--- config.mk ---
export PLATFORM = sky130hd
export DESIGN_NAME = mux32_16x1
export DESIGN_NICKNAME = d
export VERILOG_FILES = /design/src/rtl/mux32_16x1.sv
export SDC_FILE = /design/constraint.sdc
export NUM_CORES = 1
export LEC_CHECK = 0
export ABC_AREA = 1
export ABC_CLOCK_PERIOD_IN_PS = 4300
export BUFFER_PORTS_ARGS = -buffer_cell sky130_fd_sc_hd__buf_4
export CORE_AREA = 3 3 308 310
export CTS_BUF_LIST = sky130_fd_sc_hd__clkbuf_8
export DETAILED_ROUTE_END_ITERATION = 6
export DIE_AREA = 0 0 311 313
export SYNTH_ARGS = -nofsm -noshare
export SYNTH_HDL_FRONTEND = slang
export SYNTH_SLANG_ARGS = --single-unit
--- constraint.sdc ---
create_clock -name CLK -period 4.3 [get_ports CLK]
set_input_delay 0.645 -clock CLK [delete_from_list [all_inputs] [get_ports CLK]]
set_output_delay 0.645 -clock CLK [all_outputs]
set_load 0.01 [all_outputs]
--- src/rtl/mux32_16x1.sv ---
// mux32_16x1: word-wide 16:1 select tree with 8:1, 4:1 and 2:1 taps.
// Combinational results serve same-cycle consumers; registered copies
// serve pipelined consumers. Only S[3:0] participates in selection.

// Leaf 2:1 word mux, bitwise on a single select bit.
module mux32_2x1 #(
  parameter int unsigned WIDTH = 32
) (
  input  logic             s,
  input  logic [WIDTH-1:0] i0,
  input  logic [WIDTH-1:0] i1,
  output logic [WIDTH-1:0] y
);

  // Pick i1 when s is set, otherwise i0.
  always_comb begin
    y = i0;
    if (s) y = i1;
  end

endmodule

// 4:1 word mux built from two 2:1 stages on s[0] and one on s[1].
// The lower 2:1 result is exported so the top can reuse it as Y2.
module mux32_4x1 #(
  parameter int unsigned WIDTH = 32
) (
  input  logic [1:0]       s,
  input  logic [WIDTH-1:0] i0,
  input  logic [WIDTH-1:0] i1,
  input  logic [WIDTH-1:0] i2,
  input  logic [WIDTH-1:0] i3,
  output logic [WIDTH-1:0] y,
  output logic [WIDTH-1:0] y2
);

  logic [WIDTH-1:0] lo;
  logic [WIDTH-1:0] hi;

  mux32_2x1 #(.WIDTH(WIDTH)) u_lo (.s(s[0]), .i0(i0), .i1(i1), .y(lo));
  mux32_2x1 #(.WIDTH(WIDTH)) u_hi (.s(s[0]), .i0(i2), .i1(i3), .y(hi));
  mux32_2x1 #(.WIDTH(WIDTH)) u_out (.s(s[1]), .i0(lo), .i1(hi), .y(y));

  // Lower pair result doubles as the 2:1 tap.
  always_comb begin
    y2 = lo;
  end

endmodule

// 8:1 word mux built from two 4:1 stages on s[1:0] and a 2:1 on s[2].
// The lower half's 4:1 and 2:1 results are exported as taps.
module mux32_8x1 #(
  parameter int unsigned WIDTH = 32
) (
  input  logic [2:0]       s,
  input  logic [WIDTH-1:0] i0,
  input  logic [WIDTH-1:0] i1,
  input  logic [WIDTH-1:0] i2,
  input  logic [WIDTH-1:0] i3,
  input  logic [WIDTH-1:0] i4,
  input  logic [WIDTH-1:0] i5,
  input  logic [WIDTH-1:0] i6,
  input  logic [WIDTH-1:0] i7,
  output logic [WIDTH-1:0] y,
  output logic [WIDTH-1:0] y4,
  output logic [WIDTH-1:0] y2
);

  logic [WIDTH-1:0] lo;
  logic [WIDTH-1:0] hi;
  logic [WIDTH-1:0] lo2;
  logic [WIDTH-1:0] hi2_unused;

  mux32_4x1 #(.WIDTH(WIDTH)) u_lo (
    .s(s[1:0]), .i0(i0), .i1(i1), .i2(i2), .i3(i3), .y(lo), .y2(lo2)
  );
  mux32_4x1 #(.WIDTH(WIDTH)) u_hi (
    .s(s[1:0]), .i0(i4), .i1(i5), .i2(i6), .i3(i7), .y(hi), .y2(hi2_unused)
  );
  mux32_2x1 #(.WIDTH(WIDTH)) u_out (.s(s[2]), .i0(lo), .i1(hi), .y(y));

  // Lower half results double as the 4:1 and 2:1 taps.
  always_comb begin
    y4 = lo;
    y2 = lo2;
  end

endmodule

// Top: 16:1 from two 8:1 stages on S[2:0] and a 2:1 on S[3],
// with the narrower results taken from the lower 8:1 stage.
module mux32_16x1 #(
  parameter int unsigned WIDTH = 32
) (
  input  logic             CLK,
  input  logic             RST,
  input  logic [31:0]      S,
  input  logic [WIDTH-1:0] I0,
  input  logic [WIDTH-1:0] I1,
  input  logic [WIDTH-1:0] I2,
  input  logic [WIDTH-1:0] I3,
  input  logic [WIDTH-1:0] I4,
  input  logic [WIDTH-1:0] I5,
  input  logic [WIDTH-1:0] I6,
  input  logic [WIDTH-1:0] I7,
  input  logic [WIDTH-1:0] I8,
  input  logic [WIDTH-1:0] I9,
  input  logic [WIDTH-1:0] I10,
  input  logic [WIDTH-1:0] I11,
  input  logic [WIDTH-1:0] I12,
  input  logic [WIDTH-1:0] I13,
  input  logic [WIDTH-1:0] I14,
  input  logic [WIDTH-1:0] I15,
  output logic [WIDTH-1:0] Y16,
  output logic [WIDTH-1:0] Y8,
  output logic [WIDTH-1:0] Y4,
  output logic [WIDTH-1:0] Y2,
  output logic [WIDTH-1:0] Y16_R,
  output logic [WIDTH-1:0] Y8_R,
  output logic [WIDTH-1:0] Y4_R,
  output logic [WIDTH-1:0] Y2_R
);

  logic [3:0]       sel;
  logic             sel_unused;
  logic [WIDTH-1:0] lo8;
  logic [WIDTH-1:0] hi8;
  logic [WIDTH-1:0] lo4;
  logic [WIDTH-1:0] lo2;
  logic [WIDTH-1:0] hi4_unused;
  logic [WIDTH-1:0] hi2_unused;

  // Only the low nibble of the select bus steers the tree.
  always_comb begin
    sel        = S[3:0];
    sel_unused = ^S[31:4];
  end

  mux32_8x1 #(.WIDTH(WIDTH)) u_lo (
    .s(sel[2:0]),
    .i0(I0), .i1(I1), .i2(I2), .i3(I3),
    .i4(I4), .i5(I5), .i6(I6), .i7(I7),
    .y(lo8), .y4(lo4), .y2(lo2)
  );

  mux32_8x1 #(.WIDTH(WIDTH)) u_hi (
    .s(sel[2:0]),
    .i0(I8),  .i1(I9),  .i2(I10), .i3(I11),
    .i4(I12), .i5(I13), .i6(I14), .i7(I15),
    .y(hi8), .y4(hi4_unused), .y2(hi2_unused)
  );

  mux32_2x1 #(.WIDTH(WIDTH)) u_out (.s(sel[3]), .i0(lo8), .i1(hi8), .y(Y16));

  // Narrower results come straight from the lower 8:1 stage.
  always_comb begin
    Y8 = lo8;
    Y4 = lo4;
    Y2 = lo2;
  end

  // Registered copies; asynchronous reset overrides any clock edge.
  always_ff @(posedge CLK or posedge RST) begin
    if (RST) begin
      Y16_R <= '0;
      Y8_R  <= '0;
      Y4_R  <= '0;
      Y2_R  <= '0;
    end else begin
      Y16_R <= Y16;
      Y8_R  <= Y8;
      Y4_R  <= Y4;
      Y2_R  <= Y2;
    end
  end

endmodule

==> run_results.csv <==
group,metric,value,unit
sta,drv_slew,0,
floorplan,placementRows,111,
yosys,avgSynthCellArea,5.78,µm²
placement,io_buffers,773,
global_routing,grt_pass1_wl,93300,µm
clock_tree,cts_resized,0,
floorplan,ios,802,
finish,num-fill-cells,10700,
power_and_ir_drop,power-per-cell-area,245,mW/mm²
critical_path,startpoint,"S[0]",
placement,post-place-ws,868,ps
route,detail-route-antenna-nets,0,
worst_hold_path,hold_path.class,"in2async",
sta,hold_viol,0,
placement,gp_congestion,0.967,
sta,setup-violations-final,0,
yosys,yosysUniqueCellTypes,12,
route,drc,0,
clock_tree,cts_buffer_depth,2,
critical_path,required,3650,ps
sta,fin_tns_setup,0,ps
floorplan,core,0.0919,mm²
critical_path,start_kind,"input port",
clock_tree,cts-hold-fix-buffers,0,
sta,slew_headroom,0.414,
sta,fmax,303,MHz
clock_tree,path_clk_slew,90,ps
clock_tree,cts_inserted_buffers,17,
sta,worstMarginPinSlew,879,ps
sta,setup_ws,995,ps
clock_tree,cts_num_sinks,128,
critical_path,worstSetupPathType,"in2out",
clock_tree,cts_setup_buffers,0,
floorplan,die_w,311,µm
critical_path,cp.arrival,2660,ps
route,vias,13500,
placement,dpl-instance-area,0.0171,mm²
yosys,ys_seq_area_frac,0.324,
global_routing,grt_max_degree,71,
yosys,synth_top_area_frac,0.324,
power_and_ir_drop,p_leak,10.2,nW
route,drt-pass1-iter-count,5,
floorplan,start_util,0.107,
clock_tree,htreeDepth,4,
global_routing,grt.total_usage,0.134,
route,via_per_inst,3.66,
global_routing,grt_overflow,0,
clock_tree,tritoncts,"done",
placement,hpwl,55400,µm
finish,drive_gt1_frac,0.347,
sta,rsz0062_at_grt,"false",
yosys,synth_seq_cells,128,
power_and_ir_drop,peakVddDrop,0.000225,V
sta,fin_crit_sh,0.769,
global_routing,grt_pass1_vias,13200,
route,wl_per_cell,18.3,µm
sta,post-route-min-period,3310,ps
yosys,syn_nets,2256,
flow_run,max_cap_violations,0,
critical_path,cp-end-kind,"output pin",
global_routing,antenna_found_initial,7,
yosys,synth_warnings,0,
status,outcome,"finished, final reports clean",
finish,fin_area,0.0175,mm²
finish,area_delta_synth_final,76.9,%
critical_path,cp-endpoint,"Y16[20]",
yosys,netlist_instances,1710,
floorplan,dieArea,0.0973,mm²
yosys,synth_top_area_cell,"dfrtp_1",
finish,final_nets,2983,
route,finalWirelength,67500,µm
floorplan,die_h,313,µm
route,dr.first_iter.drc_count,1031,
yosys,synthTopCellsByArea,"dfrtp_1 (32%), nand2_1 (27%), nand3_1 (19%)",
clock_tree,root_buffer,"clkbuf_8",
yosys,netlist_area,0.00988,mm²
critical_path,cp_max_fo,57,
## where the power goes
group / internal [mW] / total, mW / switching (mW)
Combinational: 0.820 / 1.81 / 0.994
Sequential: 1.32 / 1.36 / 0.0367
Clock: 0.460 / 1.11 / 0.650
Total: 2.60 / 4.28 / 1.68
## state kept, by name, indices dropped and copies added, names as in the netlist
register	cells
Y8_R	32
Y2_R	32
Y16_R	32
Y4_R	32
## layout by cell type, fill, tap and decap left out
cell / Yosys / layout
clkinv_2: 0 / 3
clkinv_4: 0 / 4
diode_2: 0 / 5
inv_6: 0 / 6
inv_1: 355 / 353
clkinvlp_4: 0 / 3
nand2_1: 704 / 704
bufinv_16: 0 / 1
inv_2: 1 / 1
nand3_1: 384 / 384
and2_1: 32 / 32
clkbuf_8: 0 / 18
buf_12: 0 / 8
buf_4: 20 / 804
inv_8: 0 / 1
dfrtp_1: 128 / 128
## critical path, stage by stage
cell and delay (ps):
clkbuf_8 210, buf_12 260, buf_4 450, nand2_1 110
nand3_1 100, nand3_1 160, nand3_1 300, nand2_1 110
buf_4 170
## synth_stat cells (all sizes together)
cell    instances
clkbuf         19
buf            86
nand2         704
dfrtp         128
inv           357
nand3         384
and2           32
## metal layers
metal,GRT usage,vias to the layer above,share of wire
met5,0,-,0.00059
met1,0.181,6196,0.45
met3,0.0396,76,0.086
met2,0.202,701,0.44
met4,0.0508,4,0.029
li1,-,6562,-
## cell families (layout without fill, tap and decap cells)
group,count (synthesis),after routing,share of synthesized area
AND/OR/NAND/NOR,1120,1120,0.482
buffers and inverters,462,1202,0.194
flip-flops,128,128,0.324
other,0,5,0
## how the worst min path moves through the flow
stage | startpoint | endpoint | slack (ps) | cells past startpoint
after global placement | RST | Y2_R[6] | 750 | 2
after detailed placement | RST | Y2_R[6] | 750 | 2
after global routing | RST | Y2_R[6] | 120 | 2
final | RST | Y2_R[6] | 140 | 2
after CTS | RST | Y8_R[0] | 60 | 2
after floorplan | I0[0] | Y2_R[0] | 850 | 2
## area by class of cell
class / instances / area [µm²] / share of cell area
Multi-Input combinational cell: 1120 / 4760 / 0.273
Sequential cell: 128 / 3200 / 0.183
Antenna cell: 5 / 12.5 / 0.000716
Timing Repair Buffer: 813 / 6210 / 0.355
Tap cell: 1243 / 1560 / 0.0890
Inverter: 357 / 1360 / 0.0778
Clock inverter: 15 / 136 / 0.00780
Clock buffer: 17 / 234 / 0.0134
## stage by stage
step / hold WS [ps] / instances / power [mW] / utilization
floorplan: 854 / 1710 / 2.08 / -
global placement: 746 / 3661 / 3.23 / 0.186
detailed placement: 753 / 3661 / 3.23 / 0.186
CTS: 60.1 / 3693 / 4.41 / 0.190
global route: 119 / 3694 / 4.57 / 0.190
finish: 137 / 3698 / 4.28 / 0.190
Power figures use the tool's default switching activity.
